**src/rtl/seg7_scan_driver.sv**
```systemverilog
// seg7_scan_driver: time-multiplexed seven-segment driver.
//
// Scans num_digits digits, one per slot of P = clk_freq/scan_freqHz clocks.
// Each slot starts with blank_cycles clocks with every anode off, which
// suppresses ghosting, and then drives the active digit for the rest of the
// slot. The input word and the decimal points are captured once per frame,
// at the wrap after the last digit, so a shift upstream cannot tear the
// displayed value. Segments and anodes are active-low, ordered {g,f,e,d,c,b,a}.
//
// Optional feature macro: LEADING_ZERO_BLANK_EN
//   When defined, digits above the most-significant non-zero nibble of the
//   latched frame show all segments off. Their anode is still driven, and dp
//   still follows its bit. Digit 0 is always shown.
//
// state | meaning
// IDLE  | display dark, waiting for enable; prescaler and digit index cleared
// BLANK | first blank_cycles clocks of a slot, all anodes off
// DRIVE | remainder of the slot, anode digit_idx on with its decoded nibble
module seg7_scan_driver #(
  parameter logic [27:0] clk_freq     = 28'd100_000000,
  parameter logic [27:0] scan_freqHz  = 28'd1000,
  parameter int          num_digits   = 8,
  parameter int          blank_cycles = 16   // must be >= 1, and P >= blank_cycles+1
) (
  input  logic                      sys_clk_in,
  input  logic                      reset,
  input  logic                      enable,
  input  logic [4*num_digits-1:0]   binary_in,
  input  logic [num_digits-1:0]     dp_in,
  output logic [num_digits-1:0]     an_out,
  output logic [6:0]                seg_out,
  output logic                      dp_out,
  output logic                      frame_done
);

  localparam int unsigned SLOT = 32'(clk_freq / scan_freqHz);
  localparam int CW = (SLOT > 1) ? $clog2(SLOT) : 1;
  localparam int IW = (num_digits > 1) ? $clog2(num_digits) : 1;
  localparam logic [CW-1:0] SLOT_LAST  = CW'(SLOT - 1);
  localparam logic [CW-1:0] BLANK_LAST = CW'(blank_cycles - 1);
  localparam logic [IW-1:0] IDX_LAST   = IW'(num_digits - 1);

  typedef enum logic [1:0] {IDLE, BLANK, DRIVE} state_t;

  state_t                  state_q, state_d;
  logic [CW-1:0]           cnt_q, cnt_d;
  logic [IW-1:0]           idx_q, idx_d;
  logic [4*num_digits-1:0] frame_q;
  logic [num_digits-1:0]   dpl_q;
  logic                    latch;
  logic                    tick;
  logic [3:0]              cur_nib;
  logic                    cur_dp;
  logic                    digit_lit;
  logic [num_digits-1:0]   an_d;
  logic [6:0]              seg_d;
  logic                    dp_d;
  logic                    fd_d;

  function automatic logic [6:0] seg_decode(input logic [3:0] nib);
    logic [6:0] s;
    case (nib)
      4'h0: s = 7'h40;
      4'h1: s = 7'h79;
      4'h2: s = 7'h24;
      4'h3: s = 7'h30;
      4'h4: s = 7'h19;
      4'h5: s = 7'h12;
      4'h6: s = 7'h02;
      4'h7: s = 7'h78;
      4'h8: s = 7'h00;
      4'h9: s = 7'h10;
      4'hA: s = 7'h08;
      4'hB: s = 7'h03;
      4'hC: s = 7'h46;
      4'hD: s = 7'h21;
      4'hE: s = 7'h06;
      default: s = 7'h0E;
    endcase
    return s;
  endfunction

  assign tick = (cnt_q == SLOT_LAST);

  // Select the latched nibble and dp bit for the digit currently scanned.
  always_comb begin
    cur_nib = 4'h0;
    cur_dp  = 1'b0;
    for (int k = 0; k < num_digits; k++) begin
      if (idx_q == IW'(k)) begin
        cur_nib = frame_q[4*k +: 4];
        cur_dp  = dpl_q[k];
      end
    end
  end

`ifdef LEADING_ZERO_BLANK_EN
  logic [IW-1:0] msd;

  // Most-significant non-zero digit of the latched frame (0 when all zero).
  always_comb begin
    msd = '0;
    for (int k = 0; k < num_digits; k++) begin
      if (frame_q[4*k +: 4] != 4'h0) msd = IW'(k);
    end
  end

  assign digit_lit = (idx_q <= msd);
`else
  assign digit_lit = 1'b1;
`endif

  // Next-state, prescaler, digit index and next registered output values.
  always_comb begin
    state_d = state_q;
    cnt_d   = cnt_q;
    idx_d   = idx_q;
    latch   = 1'b0;
    fd_d    = 1'b0;
    an_d    = '1;
    seg_d   = 7'h7F;
    dp_d    = 1'b1;
    if (!enable) begin
      state_d = IDLE;
      cnt_d   = '0;
      idx_d   = '0;
    end else begin
      case (state_q)
        IDLE: begin
          state_d = BLANK;
          cnt_d   = '0;
          idx_d   = '0;
          latch   = 1'b1;
          fd_d    = 1'b1;
        end
        BLANK: begin
          cnt_d = cnt_q + 1'b1;
          if (cnt_q == BLANK_LAST) state_d = DRIVE;
        end
        DRIVE: begin
          if (tick) begin
            cnt_d   = '0;
            state_d = BLANK;
            if (idx_q == IDX_LAST) begin
              idx_d = '0;
              latch = 1'b1;
              fd_d  = 1'b1;
            end else begin
              idx_d = idx_q + 1'b1;
            end
          end else begin
            cnt_d = cnt_q + 1'b1;
          end
        end
        default: begin
          state_d = IDLE;
          cnt_d   = '0;
          idx_d   = '0;
        end
      endcase
    end
    // Entering or staying in DRIVE never changes the digit index.
    if (state_d == DRIVE) begin
      an_d[idx_q] = 1'b0;
      seg_d       = digit_lit ? seg_decode(cur_nib) : 7'h7F;
      dp_d        = ~cur_dp;
    end
  end

  // State, counters, frame latch and glitch-free registered outputs.
  always_ff @(posedge sys_clk_in or negedge reset) begin
    if (!reset) begin
      state_q    <= IDLE;
      cnt_q      <= '0;
      idx_q      <= '0;
      frame_q    <= '0;
      dpl_q      <= '0;
      an_out     <= '1;
      seg_out    <= 7'h7F;
      dp_out     <= 1'b1;
      frame_done <= 1'b0;
    end else begin
      state_q    <= state_d;
      cnt_q      <= cnt_d;
      idx_q      <= idx_d;
      if (latch) begin
        frame_q <= binary_in;
        dpl_q   <= dp_in;
      end
      an_out     <= an_d;
      seg_out    <= seg_d;
      dp_out     <= dp_d;
      frame_done <= fd_d;
    end
  end

endmodule
```
**config.mk**
```make
export PLATFORM = sky130hd
export DESIGN_NAME = seg7_scan_driver
export DESIGN_NICKNAME = d
export VERILOG_FILES = /design/src/rtl/seg7_scan_driver.sv
export SDC_FILE = /design/constraint.sdc
export NUM_CORES = 1
export LEC_CHECK = 0
export BUFFER_PORTS_ARGS = -buffer_cell sky130_fd_sc_hd__buf_2
export CAP_MARGIN = 30
export CORE_MARGIN = 1
export CORE_UTILIZATION = 42
export DETAILED_ROUTE_END_ITERATION = 10
export PLACE_DENSITY = 0.69
export SLEW_MARGIN = 20
export SYNTH_ARGS = -nofsm -noshare
export SYNTH_HDL_FRONTEND = slang
export SYNTH_SLANG_ARGS = --single-unit
```
**constraint.sdc**
```tcl
create_clock -name sys_clk_in -period 6.9 [get_ports sys_clk_in]
set_input_delay 1.38 -clock sys_clk_in [delete_from_list [all_inputs] [get_ports sys_clk_in]]
set_output_delay 1.38 -clock sys_clk_in [all_outputs]
set_load 0.005 [all_outputs]
```
# Word level (Yosys, flattened, before mapping)
# Memories as Yosys holds them, arrays and structs flattened.
# Cells that the tools add are included.
totals:
  rom_bits: 112
  inputBits: 43
  register_bits: 79
  word_cells: 70
  memories: 1
op_classes:
  bitwise: 2
  n_lt_le_gt_ge: 2
  add_sub_neg: 2
  muxes: 36
  reduce_logical: 4
  n_eq_ne: 14
mem_list:
  columns: ["name", "depth", "word_bits", "rd", "rd_clocked_by_memory_dff", "write_ports", "line_no", "text"]
  rows:
  - ["(name not given)", 16, 7, 1, 0, 0, "62", "case (nib)"]
op_table:
  columns: ["operator", "count"]
  rows:
  - ["17-bit 2-to-1 mux", 2]
  - ["17-bit case mux with 2 select lines", 1]
  - ["4-bit 2-to-1 mux", 8]
  - ["17-bit by 1-bit adder with 17-bit output, second input constant", 1]
  - ["17-bit equality test, second input constant", 1]
  - ["17-bit by 4-bit equality test with 1-bit output, second input constant", 1]
  - ["1-bit 2-to-1 mux", 13]
  - ["3-bit equality test, second input constant", 4]
  - ["3-bit 2-to-1 mux", 3]
  - ["8-bit 2-to-1 mux", 1]
  - ["8-bit NOT", 1]
  - ["7-bit 2-to-1 mux", 1]
  - ["3-bit by 2-bit equality test with 1-bit output, second input constant", 2]
  - ["2-bit 2-to-1 mux", 3]
  - ["2-bit case mux with 3 select lines", 1]
  - ["3-bit case mux with 2 select lines", 1]
  - ["2-bit equality test, second input constant", 2]
  - ["3-bit by 4-bit less-than comparator with 1-bit output, second input constant", 1]
  - ["3-bit by 1-bit adder with 3-bit output, second input constant", 1]
  - ["1-bit demux with 3-bit select", 1]
  - ["3-bit by 1-bit equality test with 1-bit output, second input constant", 1]
  - ["3-bit by 1-bit greater-or-equal comparator with 1-bit output, second input constant", 1]
  - ["3-bit zero test", 1]
  - ["3-bit inequality test, second input constant", 1]
  - ["other kinds (7)", 7]

# Logic depth before layout (Yosys ltp)
depth:
  depth_word: 11
  depth_mapped: 14
  depth_no_buf: 11

# Least setup slack after synthesis
# OpenSTA, ideal clock, no wires.
synth_timing:
  kind: "register to register"
  from: "reg idx_q[2]"
  to: "reg seg_out[3]"
  period_less_slack_ns: 3.142
  path_buffers: 3
  required_time_ns: 6.789
  path_stages_with_launch: 14
  setup_slack_ns: 3.758
  arrival_time_ns: 3.031
  cell_sequence: "dfrtp_1 > clkbuf_1 > clkbuf_1 > inv_1 > ha_1 > buf_2 > nor2_1 > o21ai_0 > o21a_1 > o31ai_1 > inv_1 > ha_1 > a211o_1 > o311ai_0"
synth_between:
  elab_chain_len: 11
  elab_cells_between_ends: 18
  classes_between: "eq/ne (7); mux (9); reduce/logical (1); memory (1)"
synth_rtl:
  columns: ["item", "line_no", "text"]
  rows:
  - ["start: declaration", "47", "logic [IW-1:0] idx_q, idx_d;"]
  - ["start signal: assignment", "185", "idx_q <= idx_d;"]
  - ["3-bit zero test", "90", "if (idx_q == IW'(k)) begin"]
  - ["4-bit 2-to-1 mux (7 in a row)", "90", null]
  - ["4-bit 2-to-1 mux *", "90", null]
  - ["memory 16 x 7 bit *", null, null]
  - ["7-bit 2-to-1 mux *", "163", "if (state_d == DRIVE) begin"]
  - ["net seg_d[3]", "56", "logic [6:0] seg_d;"]
  - ["end signal: assignment", "191", "seg_out <= seg_d;"]
  - ["end: declaration", "31", "output logic [6:0] seg_out,"]
# Mark *: on every way through the listed nets, which the timed path passes. The rest lies on a longest branch.
# A chain may end at the register's enable or synchronous reset.

# Worst setup path in the final report
# Ends and elaborated chain as after synthesis.

==> flow_summary.yaml <==
floorplanning:
  pin_count: 60
  rows: 35
  die_w_um: 100
  die_h_um: 100
  placeableCoreArea_um2: 9280
  design.die.area_um2: 10000
  initial_core_util: 0.435
drt:
  finalWirelength_um: 7980
  drc: 0
  routed_via_density: 5.24
  dr.first_iter.drc_count: 176
  route.antenna.remaining_nets: 0
  detailedRoute.firstPassIterationCount: 5
  route.detailed.wl_per_inst_um: 14.7
  detailroute.via_count: 2837
sta:
  timing.final.crit_share: 0.516
  fmax_ghz: 0.281
  hold_viol_final: 0
  setup_violations: 0
  timing.final.crit_period_ns: 3.56
  grt_setup_unrepaired: "no"
  worst_margin_pin_slew_ns: 0.967
  report.final.slew_viol_count: 0
  timing.final.ws_setup_ns: 3.34
  finalHoldWorstSlack_ns: 0.457
  fin_setup_tns_ns: 0
  finalClockSkew_ns: 0.0114
  slew-limit-headroom: 0.355
hold_path:
  hold_path_class: "flip-flop to flip-flop"
power:
  leakage_power_of_the_design_nw: 1.98
  max-vdd-ir-drop_mv: 0.136
  pwr_density_cell_nw_per_um2: 218
worst_setup_path:
  critical_path_endpoint: "seg_out[3]$_DFF_PN1_"
  r2r_end: "seg_out[3]$_DFF_PN1_"
  worstSetupStartpointType: "flip-flop"
  worst_reg_to_reg_cells: 11
  critical_path_arrival_ns: 3.78
  reg2reg_setup_slack_ns: 3.34
  endpoint_class_of_the_critical_path: "flip-flop"
  critPathLaunch: "idx_q[2]$_DFFE_PN0P_"
  timing.critical_path.required_ns: 7.12
  critPathKind: "flip-flop to flip-flop"
  critical_path.reg2reg.startpoint: "idx_q[2]$_DFFE_PN0P_"
  peak_fanout_along_the_critical_path: 19
cts:
  clock_insertion_delay_worst_skew_ns: 0.36
  postCtsSetupBuffers: 0
  number_of_clock_sinks: 79
  cts_root_buf: "clkbuf_8"
  cts_tree: "yes"
  cts_buffer_depth: 2
  cts_inserted_buffers: 9
  htree_num_levels: 3
  cts.reportedPaths.clkPinSlew_ns: 0.09
  cts-resized-gates: 0
  cts_hold_buffers: 0
grt:
  antenna_found_initial: 0
  track_usage: 0.171
  vias_in_the_first_global_route: 2699
  grt_remaining_overflow: 0
  grt_max_degree: 80
  grt_first_pass_wirelength_um: 13300
place:
  detailedPlacementHpwl_um: 5650
  routabilityCongestion: 0.857
  port_buffers: 59
  dpl.cell_count: 524
  place_ws_ns: 3.38
synth:
  synth.avg_cell_area_um2: 11.5
  synth.top_cell.area_share: 0.391
  synth_area_um2: 4040
  ys_types: 59
  yosys_register_bits: 79
  synth_fp_nets: 411
  ys_warn_count: 0
  yosysSeqAreaShare: 0.495
  yosys.cell_count.top_type: "dfrtp_1"
  synth_top_area_cell: "dfrtp_1"
  syn_inst: 351
  synth_top_cells_by_count: "dfrtp_1 (63), mux2_2 (37), nor2_1 (32)"
  synthArstFlopShare: 1.00
  synthFlopType: "dfrtp_1"
  synth-edff-count: 0
  synth_area_leaders: "dfrtp_1 (39%), dfstp_2 (10%), mux2_2 (10%)"
cells_and_area:
  nNetsFinal: 467
  instances_no_fill: 541
  diodes_inserted: 0
  utilization: 0.498
  area_growth_syn_to_layout_pct: 14.7
  drive_gt1_frac: 0.340
  layout.filler_cells: 877
run_status:
  status: "completed"
run:
  maxCapViolations: 0
-- cell type report --
| class | instances | area, um^2 | area share |
|---|---|---|---|
| Sequential cell | 79 | 2000 | 0.432 |
| Multi-Input combinational cell | 240 | 1870 | 0.405 |
| Timing Repair Buffer | 61 | 333 | 0.0719 |
| Tap cell | 129 | 161 | 0.0349 |
| Clock buffer | 9 | 124 | 0.0268 |
| Clock inverter | 7 | 78.8 | 0.0170 |
| Inverter | 16 | 60.1 | 0.0130 |
-- where the power goes --
part | leakage, nW | total, mW | internal, mW | switching, mW
Combinational | 0.917 | 0.130 | 0.0666 | 0.0637
Clock | 0.105 | 0.352 | 0.172 | 0.180
Sequential | 0.955 | 0.528 | 0.501 | 0.0268
Total | 1.98 | 1.01 | 0.740 | 0.270
-- worst max-delay path, cell delays in order, from the launching register on --
cell and delay [ns]:
dfrtp_1 0.60, inv_1 0.27, ha_1 0.44, a21oi_1 0.14, a2111oi_0 0.35, a2111oi_0 0.13
nor3_1 0.57, inv_1 0.20, ha_1 0.32, nor2_1 0.14, a211o_1 0.11, o311ai_0 0.15
-- kinds of logic (layout without fill, tap and decap cells) --
logic type	count (synthesis)	after routing	synth area share
AOI/OAI and AO/OA	64	64	0.128
xor gates and xnor gates	15	15	0.0326
adders and majority gates	17	17	0.0527
buffers and inverters	32	93	0.0409
DFF	79	79	0.495
muxes	43	43	0.119
and+or+nand+nor	101	101	0.131
-- state kept, by name, indices dropped and copies added, names as in the netlist --
name        count
an_out          8
cnt_q          17
dp_out          1
dpl_q           8
frame_done      1
frame_q        32
idx_q           3
seg_out         7
state_q         2
-- worst min-delay path by stage --
stage,endpoint,depth (start not counted),start
floorplan,dp_out$_DFF_PN1_,1,dpl_q[7]$_DFFE_PN0P_
global placement,dp_out$_DFF_PN1_,1,dpl_q[7]$_DFFE_PN0P_
detailed placement,dp_out$_DFF_PN1_,1,dpl_q[7]$_DFFE_PN0P_
CTS,dp_out$_DFF_PN1_,1,dpl_q[7]$_DFFE_PN0P_
global route,dp_out$_DFF_PN1_,1,dpl_q[7]$_DFFE_PN0P_
finish,dp_out$_DFF_PN1_,1,dpl_q[7]$_DFFE_PN0P_
-- placed cells by master, fill, tap and decap left out, types with 4 or more instances in the layout --
master,netlist,layout
dfrtp_1,63,63
buf_2,6,58
mux2_2,37,37
nor2_1,32,32
nand3_1,17,17
ha_1,17,17
inv_1,16,16
dfstp_2,16,16
nand2_1,12,12
xor2_1,9,9
clkbuf_8,0,9
and3_1,8,8
a21oi_1,8,8
o21ai_0,7,7
o21a_1,7,7
nand4_1,6,6
xnor2_1,6,6
nand2b_1,5,5
o211ai_1,5,5
nor2b_1,4,4
inv_6,0,4
-- routing by layer --
layer	vias to the layer above	wire length, um	track usage
met5	-	0	0
met4	0	99	0.0635
met3	9	386	0.0362
met2	65	3490	0.243
met1	1389	4000	0.255
li1	1374	-	-
-- through the flow --
stage	area (um^2)	total power, mW
2_1_floorplan	4040	0.618
3_3_place_gp	4400	0.661
3_5_place_dp	4400	0.665
4_1_cts	4600	1.02
5_1_grt	4630	1.06
6_report	4630	1.01
(Power assumes the default switching activity.)
